$ cat config.mk
export PLATFORM = sky130hd
export DESIGN_NAME = i2c_slave_ctrl_flat
export DESIGN_NICKNAME = d
export VERILOG_FILES = /design/src/rtl/i2c_slave_ctrl_pkg.sv /design/src/rtl/i2c_slave_ctrl_if.sv /design/src/rtl/i2c_slave_ctrl_line_sync.sv /design/src/rtl/i2c_slave_ctrl.sv /design/src/flat_wrapper.sv
export SDC_FILE = /design/constraint.sdc
export NUM_CORES = 1
export LEC_CHECK = 0
export BUFFER_PORTS_ARGS = -buffer_cell sky130_fd_sc_hd__buf_4
export CELL_PAD_IN_SITES_DETAIL_PLACEMENT = 0
export CELL_PAD_IN_SITES_GLOBAL_PLACEMENT = 1
export CORE_MARGIN = 2
export CORE_UTILIZATION = 47
export CTS_CLUSTER_SIZE = 25
export DETAILED_ROUTE_END_ITERATION = 8
export HOLD_SLACK_MARGIN = 0.12
export MAX_ROUTING_LAYER = met4
export PLACE_DENSITY_LB_ADDON = 0.1
export SYNTH_ARGS = -nofsm -noshare
export SYNTH_HDL_FRONTEND = slang
export SYNTH_SLANG_ARGS = --single-unit
$ cat constraint.sdc
create_clock -name Clk -period 3.5 [get_ports Clk]
set_clock_uncertainty 0.05 [all_clocks]
set_input_delay 0.175 -clock Clk [delete_from_list [all_inputs] [get_ports Clk]]
set_output_delay 0.175 -clock Clk [all_outputs]
set_load 0.05 [all_outputs]
$ cat src/rtl/i2c_slave_ctrl_pkg.sv
// Shared constants for the I2C responder: FSM encodings, ACK levels, widths and address helper.
package i2c_slave_ctrl_pkg;

    localparam int unsigned BYTE_W = 8;
    localparam int unsigned CNT_W  = 3;
    localparam int unsigned ST_W   = 3;

    localparam logic [ST_W-1:0] ST_IDLE      = 3'd0;
    localparam logic [ST_W-1:0] ST_ADDR      = 3'd1;
    localparam logic [ST_W-1:0] ST_ADDR_ACK  = 3'd2;
    localparam logic [ST_W-1:0] ST_RX_BYTE   = 3'd3;
    localparam logic [ST_W-1:0] ST_RX_ACK    = 3'd4;
    localparam logic [ST_W-1:0] ST_TX_BYTE   = 3'd5;
    localparam logic [ST_W-1:0] ST_TX_ACK    = 3'd6;
    localparam logic [ST_W-1:0] ST_WAIT_STOP = 3'd7;

    localparam logic ACK  = 1'b0;
    localparam logic NACK = 1'b1;

    // Address byte carries the 7-bit address in [7:1] and R/W in [0].
    function automatic logic addr_hit(input logic [BYTE_W-1:0] addr_byte, input logic [6:0] slave);
        return addr_byte[7:1] == slave;
    endfunction

endpackage

$ cat src/rtl/i2c_slave_ctrl_if.sv
// Pad-side and local register-side signals of the I2C responder.
interface i2c_slave_ctrl_if;
    import i2c_slave_ctrl_pkg::*;

    logic              scl;
    logic              sda;
    logic              sda_oe;
    logic [BYTE_W-1:0] rx_data;
    logic              rx_valid;
    logic [BYTE_W-1:0] tx_data;
    logic              tx_req;
    logic              addressed;
    logic              rw;
    logic              busy;

    modport slave (
        input  scl, sda, tx_data,
        output sda_oe, rx_data, rx_valid, tx_req, addressed, rw, busy
    );

    modport master (
        output scl, sda, tx_data,
        input  sda_oe, rx_data, rx_valid, tx_req, addressed, rw, busy
    );

endinterface

$ cat src/rtl/i2c_slave_ctrl_line_sync.sv
// SCL/SDA synchronizer with registered edge, START and STOP detection.
module i2c_slave_ctrl_line_sync #(
    parameter int unsigned SYNC_STAGES = 2
) (
    input  logic clk,
    input  logic rst,
    input  logic scl_pin,
    input  logic sda_pin,
    output logic scl_rise,
    output logic scl_fall,
    start,
    output logic stop,
    output logic sda
);

    localparam int unsigned WARM   = SYNC_STAGES + 1;
    localparam int unsigned WARM_W = $clog2(WARM + 1);

    logic [SYNC_STAGES-1:0] scl_sync;
    logic [SYNC_STAGES-1:0] sda_sync;
    logic                   scl_prev;
    logic                   sda_prev;
    logic [WARM_W-1:0]      warm;
    logic                   scl_s_c;
    logic                   sda_s_c;
    logic                   primed_c;

    assign scl_s_c  = scl_sync[SYNC_STAGES-1];
    assign sda_s_c  = sda_sync[SYNC_STAGES-1];
    // Events stay masked until the chain and previous-value registers hold real pin values.
    assign primed_c = (warm == WARM_W'(WARM));

    always_ff @(posedge clk) begin
        if (rst) begin
            scl_sync <= '1;
            sda_sync <= '1;
            scl_prev <= 1'b1;
            sda_prev <= 1'b1;
            warm     <= '0;
            scl_rise <= 1'b0;
            scl_fall <= 1'b0;
            start    <= 1'b0;
            stop     <= 1'b0;
            sda      <= 1'b1;
        end else begin
            scl_sync <= {scl_sync[SYNC_STAGES-2:0], scl_pin};
            sda_sync <= {sda_sync[SYNC_STAGES-2:0], sda_pin};
            scl_prev <= scl_s_c;
            sda_prev <= sda_s_c;
            warm     <= primed_c ? warm : warm + WARM_W'(1);
            scl_rise <= primed_c &  scl_s_c & ~scl_prev;
            scl_fall <= primed_c & ~scl_s_c &  scl_prev;
            start    <= primed_c &  scl_s_c &  scl_prev &  sda_prev & ~sda_s_c;
            stop     <= primed_c &  scl_s_c &  scl_prev & ~sda_prev &  sda_s_c;
            sda      <= sda_s_c;
        end
    end

endmodule

$ cat src/rtl/i2c_slave_ctrl.sv
// I2C responder byte controller: address match, ACK generation, byte receive and transmit.
module i2c_slave_ctrl
    import i2c_slave_ctrl_pkg::*;
#(
    parameter logic [6:0]  SLAVE_ADDR  = 7'h50,
    parameter int unsigned SYNC_STAGES = 2
) (
    input  logic             Clk,
    input  logic             Rst,
    i2c_slave_ctrl_if.slave  bus
);

    logic scl_rise;
    logic scl_fall;
    logic start;
    logic stop;
    logic sda;

    i2c_slave_ctrl_line_sync #(.SYNC_STAGES(SYNC_STAGES)) u_line_sync (
        .clk      (Clk),
        .rst      (Rst),
        .scl_pin  (bus.scl),
        .sda_pin  (bus.sda),
        .scl_rise (scl_rise),
        .scl_fall (scl_fall),
        .start    (start),
        .stop     (stop),
        .sda      (sda)
    );

    logic [ST_W-1:0]   state,     state_n;
    logic [BYTE_W-1:0] shift,     shift_n;
    logic [CNT_W-1:0]  cnt,       cnt_n;
    logic [BYTE_W-1:0] rx_data,   rx_data_n;
    logic              oe,        oe_n;
    logic              rx_valid,  rx_valid_n;
    logic              tx_req,    tx_req_n;
    logic              addressed, addressed_n;
    logic              rw,        rw_n;
    logic              busy,      busy_n;
    logic              mack,      mack_n;

    always_ff @(posedge Clk) begin
        if (Rst) begin
            state     <= ST_IDLE;
            shift     <= '0;
            cnt       <= '0;
            rx_data   <= '0;
            oe        <= 1'b0;
            rx_valid  <= 1'b0;
            tx_req    <= 1'b0;
            addressed <= 1'b0;
            rw        <= 1'b0;
            busy      <= 1'b0;
            mack      <= 1'b0;
        end else begin
            state     <= state_n;
            shift     <= shift_n;
            cnt       <= cnt_n;
            rx_data   <= rx_data_n;
            oe        <= oe_n;
            rx_valid  <= rx_valid_n;
            tx_req    <= tx_req_n;
            addressed <= addressed_n;
            rw        <= rw_n;
            busy      <= busy_n;
            mack      <= mack_n;
        end
    end

    // Next-state logic; in the ACK states the held oe level marks the second half of the slot.
    always_comb begin
        state_n     = state;
        shift_n     = shift;
        cnt_n       = cnt;
        rx_data_n   = rx_data;
        oe_n        = oe;
        rx_valid_n  = 1'b0;
        tx_req_n    = 1'b0;
        addressed_n = addressed;
        rw_n        = rw;
        busy_n      = busy;
        mack_n      = mack;

        if (start) begin
            state_n     = ST_ADDR;
            cnt_n       = '0;
            oe_n        = 1'b0;
            busy_n      = 1'b1;
            addressed_n = 1'b0;
            mack_n      = 1'b0;
        end else if (stop) begin
            state_n     = ST_IDLE;
            oe_n        = 1'b0;
            busy_n      = 1'b0;
            addressed_n = 1'b0;
            mack_n      = 1'b0;
        end else begin
            case (state)
                ST_ADDR: begin
                    if (scl_rise) begin
                        shift_n = {shift[6:0], sda};
                        cnt_n   = cnt + CNT_W'(1);
                        if (cnt == CNT_W'(7)) begin
                            if (addr_hit(shift_n, SLAVE_ADDR)) begin
                                rw_n    = sda;
                                state_n = ST_ADDR_ACK;
                            end else begin
                                state_n = ST_WAIT_STOP;
                            end
                        end
                    end
                end
                ST_ADDR_ACK: begin
                    if (scl_fall) begin
                        if (!oe) begin
                            oe_n        = ~ACK;
                            addressed_n = 1'b1;
                            tx_req_n    = rw;
                        end else if (rw) begin
                            shift_n = bus.tx_data;
                            oe_n    = ~bus.tx_data[7];
                            state_n = ST_TX_BYTE;
                        end else begin
                            oe_n    = 1'b0;
                            state_n = ST_RX_BYTE;
                        end
                    end
                end
                ST_RX_BYTE: begin
                    if (scl_rise) begin
                        shift_n = {shift[6:0], sda};
                        cnt_n   = cnt + CNT_W'(1);
                        if (cnt == CNT_W'(7)) begin
                            rx_data_n  = shift_n;
                            rx_valid_n = 1'b1;
                            state_n    = ST_RX_ACK;
                        end
                    end
                end
                ST_RX_ACK: begin
                    if (scl_fall) begin
                        if (!oe) begin
                            oe_n = ~ACK;
                        end else begin
                            oe_n    = 1'b0;
                            state_n = ST_RX_BYTE;
                        end
                    end
                end
                ST_TX_BYTE: begin
                    if (scl_fall) begin
                        if (cnt == CNT_W'(7)) begin
                            oe_n    = 1'b0;
                            cnt_n   = '0;
                            state_n = ST_TX_ACK;
                        end else begin
                            cnt_n   = cnt + CNT_W'(1);
                            shift_n = {shift[6:0], shift[7]};
                            oe_n    = ~shift[6];
                        end
                    end
                end
                ST_TX_ACK: begin
                    if (scl_rise && !mack) begin
                        if (sda == NACK) begin
                            addressed_n = 1'b0;
                            state_n     = ST_WAIT_STOP;
                        end else begin
                            tx_req_n = 1'b1;
                            mack_n   = 1'b1;
                        end
                    end else if (scl_fall && mack) begin
                        shift_n = bus.tx_data;
                        oe_n    = ~bus.tx_data[7];
                        mack_n  = 1'b0;
                        state_n = ST_TX_BYTE;
                    end
                end
                default: begin
                    oe_n = 1'b0;
                end
            endcase
        end
    end

    assign bus.sda_oe    = oe;
    assign bus.rx_data   = rx_data;
    assign bus.rx_valid  = rx_valid;
    assign bus.tx_req    = tx_req;
    assign bus.addressed = addressed;
    assign bus.rw        = rw;
    assign bus.busy      = busy;

endmodule

$ cat src/flat_wrapper.sv
// flat-port wrapper written by rule: the top's interface ports become plain ports
module i2c_slave_ctrl_flat import i2c_slave_ctrl_pkg::*;
#(
    parameter logic [6:0]  SLAVE_ADDR  = 7'h50,
    parameter int unsigned SYNC_STAGES = 2
)
  (Clk, Rst, bus_scl, bus_sda, bus_tx_data, bus_sda_oe, bus_rx_data, bus_rx_valid, bus_tx_req, bus_addressed, bus_rw, bus_busy);
  i2c_slave_ctrl_if bus_i ();
  input  logic Clk;
  input  logic Rst;
  input wire logic [$bits(bus_i.scl)-1:0] bus_scl;
  input wire logic [$bits(bus_i.sda)-1:0] bus_sda;
  input wire logic [$bits(bus_i.tx_data)-1:0] bus_tx_data;
  output wire logic [$bits(bus_i.sda_oe)-1:0] bus_sda_oe;
  output wire logic [$bits(bus_i.rx_data)-1:0] bus_rx_data;
  output wire logic [$bits(bus_i.rx_valid)-1:0] bus_rx_valid;
  output wire logic [$bits(bus_i.tx_req)-1:0] bus_tx_req;
  output wire logic [$bits(bus_i.addressed)-1:0] bus_addressed;
  output wire logic [$bits(bus_i.rw)-1:0] bus_rw;
  output wire logic [$bits(bus_i.busy)-1:0] bus_busy;
  assign bus_i.scl = bus_scl;
  assign bus_i.sda = bus_sda;
  assign bus_i.tx_data = bus_tx_data;
  assign bus_sda_oe = bus_i.sda_oe;
  assign bus_rx_data = bus_i.rx_data;
  assign bus_rx_valid = bus_i.rx_valid;
  assign bus_tx_req = bus_i.tx_req;
  assign bus_addressed = bus_i.addressed;
  assign bus_rw = bus_i.rw;
  assign bus_busy = bus_i.busy;
  i2c_slave_ctrl #(.SLAVE_ADDR(SLAVE_ADDR), .SYNC_STAGES(SYNC_STAGES)) u_core (.Clk(Clk), .Rst(Rst), .bus(bus_i));
endmodule
==> run_results.csv <==
group,metric,value,unit
detailed_routing,via_count,1594,
timing,slew_violations,0,
detailed_routing,drc,0,
worst_setup_path,required,3620,ps
detailed_routing,viasPerCell,5.71,
placed_design,hpwl,2910,µm
worst_setup_path,path_max_fanout,25,
yosys,synth_cell_types,58,
yosys,syn_nets,222,
yosys,avgSynthCellArea,9.77,µm²
global_route,grt_first_pass_wirelength,7240,µm
yosys,synth_largest_area_cell,"dfxtp_1",
yosys,syn-cell-area,2020,µm²
power,power_density,629,nW/µm²
clock_network,clkLatencyLatePin,290,ps
floorplanning,die_w,69.6,µm
worst_setup_path,cp-end-kind,"flip-flop",
yosys,ys_async_sr_fraction,0,%
clock_network,clock-sinks,41,
worst_setup_path,crit_buf_inv,0,
finish,drive_gt1_share,25.3,%
timing,setup_ws,1220,ps
yosys,synth.area.mux_share,13.7,%
placed_design,pre_cts_ws,1290,ps
timing,clock.fmax,438,MHz
yosys,synth_top_cell_area_share,40.6,%
worst_setup_path,crit_type,"reg2reg",
yosys,netlist_top_cells_area,"dfxtp_1 41%, mux2i_1 10%, nor2_1 5.4%",
yosys,synth_xor_area_share,0.866,%
timing,finalCritPeriodShare,65.2,%
outcome,status,"complete, no violations",
global_route,grt_max_degree,36,
placed_design,io_buffers,25,
detailed_routing,wire_per_inst,15.1,µm
worst_setup_path,worst_ep_arrival_time,2400,ps
job,max-cap-violations,0,
yosys,synth_top_family_by_area,"simple AND/OR/NAND/NOR gates",
worst_setup_path,path_cells,"nor2b_4 -> nand2_1 -> a211oi_2 -> mux2i_1 -> nor3_1",
yosys,synthAdderAreaFrac,2.35,%
clock_network,cts_made_buffers,5,
timing,worst_pin_slew,955,ps
yosys,netlist_top_cells_count,"41 x dfxtp_1, 29 x nor2_1, 21 x mux2i_1",
timing,rsz0062_at_grt,"no",
timing,hold_violations,0,
timing,setup_viol,0,
finish,n_antenna_cell,0,
power,p_leak,0.940,nW
clock_network,root_buffer,"clkbuf_8",
yosys,yosysSeqAreaShare,40.6,%
floorplanning,ios,26,
detailed_routing,wirelength,4210,µm
clock_network,clockBufferDepth,2,
yosys,yosysMostFrequentCell,"dfxtp_1",
worst_setup_path,slowest_stage,"dfxtp_1",
yosys,synth-simple-area-share,21.3,%
worst_hold_path,worstHoldPathType,"in2reg",
detailed_routing,drtIter0Drc,149,
finish,fin_nets,243,
detailed_routing,first_pass_iters,4,
clock_network,path_clk_slew,90,ps
worst_setup_path,critPathMaxStageDelay,950,ps
floorplanning,core_area,4060,µm²
clock_network,htree_num_levels,2,
timing,finalSetupTns,0,ps
yosys,yosysWarnings,0,
floorplanning,die_h,69.6,µm
timing,finalCriticalPeriod,2280,ps
placed_design,place.gp.congestion,0.901,
global_route,overflow,0,
worst_setup_path,cp_top_family,"flip-flops",
global_route,grt_antenna_before_repair,0,
global_route,grt_pass1_vias,1468,
yosys,synth_top_flop_cell,"dfxtp_1",
yosys,syn_inst,207,
clock_network,cts_tree,"yes",
finish,areaGrowthSynthToFinish,14.4,%
yosys,synth_compound_area_share,15.6,%
detailed_routing,ant_nets,0,
floorplanning,start_util,49.9,%
yosys,synth_edf_count,0,
yosys,ys_ff_latch,41,
floorplanning,die_area,4850,µm²
timing,relSlewSlack,36.3,%
global_route,grt_usage,18.8,%
worst_setup_path,worst_setup_path_start_kind,"flip-flop",
power,worst_ir_drop_vdd,0.000430,V
floorplanning,num_rows,23,
[sequential cells by signal, summed over array words and instances, names as in the netlist]
register and count:
u_core.bus.busy 1, u_core.bus.tx_req 1, u_core.u_line_sync.scl_rise 1, u_core.u_line_sync.scl_sync 2, u_core.bus.rx_data 8, u_core.u_line_sync.warm 2, u_core.cnt 3, u_core.bus.sda_oe 1
u_core.u_line_sync.stop 1, u_core.u_line_sync.sda_prev 1, u_core.u_line_sync.sda_sync 2, u_core.state 3, u_core.u_line_sync.start 1, u_core.u_line_sync.scl_fall 1, u_core.bus.addressed 1, u_core.u_line_sync.scl_prev 1
u_core.mack 1, u_core.bus.rx_valid 1, u_core.bus.rw 1, u_core.shift 8
[where the power goes]
| part | internal (W) | switching (W) | leakage [nW] |
|---|---|---|---|
| registers | 0.000496 | 0.000119 | 0.332 |
| clock network | 0.000213 | 0.000169 | 0.0543 |
| logic | 0.000226 | 0.000232 | 0.554 |
| total | 0.000935 | 0.000520 | 0.940 |
[layer usage]
layer	GRT usage [%]	up-vias	part of all wire [%]
met5	-	-	0
met4	3.85	0	0.50
met3	4.07	4	6.8
met2	28.6	55	44
met1	25.9	746	48
li1	-	789	-
[tightest hold or removal path, cell delays in order]
cell and delay, ps:
buf_4 70, mux2_2 130, mux2i_1 50, nor2_1 70
[final timing paths]
path         slack, ps                           start  cells after the start                             end
max               1220                 u_core.state[2]                      5                   u_core.cnt[1]
min                200                  bus_tx_data[5]                      4                 u_core.shift[5]
max reg2reg       1220                 u_core.state[2]                      5                   u_core.cnt[1]
min reg2reg        360  u_core.u_line_sync.scl_sync[0]                      1  u_core.u_line_sync.scl_sync[1]
[stage by stage]
| stage | area [µm²] | total power [W] | utilization (%) | instances | hold slack [ps] |
|---|---|---|---|---|---|
| after floorplan | 2020 | 0.00104 | - | 207 | 203 |
| after CTS | 2310 | 0.00146 | 57.0 | 279 | 190 |
| final | 2310 | 0.00146 | 57.0 | 279 | 197 |
| after global placement | 2180 | 0.00106 | 53.7 | 269 | 310 |
| after global routing | 2310 | 0.00153 | 57.0 | 279 | 216 |
| after detailed placement | 2180 | 0.00107 | 53.7 | 269 | 311 |
[cell families after synthesis]
family / count (synthesis)
simple gates: 77
buf+inv: 18
xor+xnor: 2
compound gates: 38
flops: 41
fa+ha+maj: 4
mux: 27
[cell usage in the layout (no fill, tap or decap), types with 4 or more instances in the layout]
| master | instances |
|---|---|
| a21oi_1 | 6 |
| buf_4 | 25 |
| clkbuf_8 | 5 |
| dfxtp_1 | 41 |
| inv_1 | 4 |
| mux2_2 | 5 |
| mux2i_1 | 21 |
| nand2_1 | 7 |
| nand2b_1 | 4 |
| nor2_1 | 29 |
| nor3_1 | 7 |
| o22ai_1 | 4 |
| or2_2 | 6 |
[layout make-up]
cell class              instances  area (µm²)
repair buffers                 27         208
fillers                       368        1740
inverters                       5        18.8
clock inverters                 3        46.3
flip-flops and latches         41         821
well taps                      50        62.6
multi-input cells             148        1090
clock buffers                   5        68.8
[repair_timing]
item / in CTS / in global routing
endpoints found under the hold margin: 2 / 0
buffers inserted: 0 / 0
gates resized for setup: 0 / 0
hold buffers: 2 / 0
(Power assumes the default switching activity.)
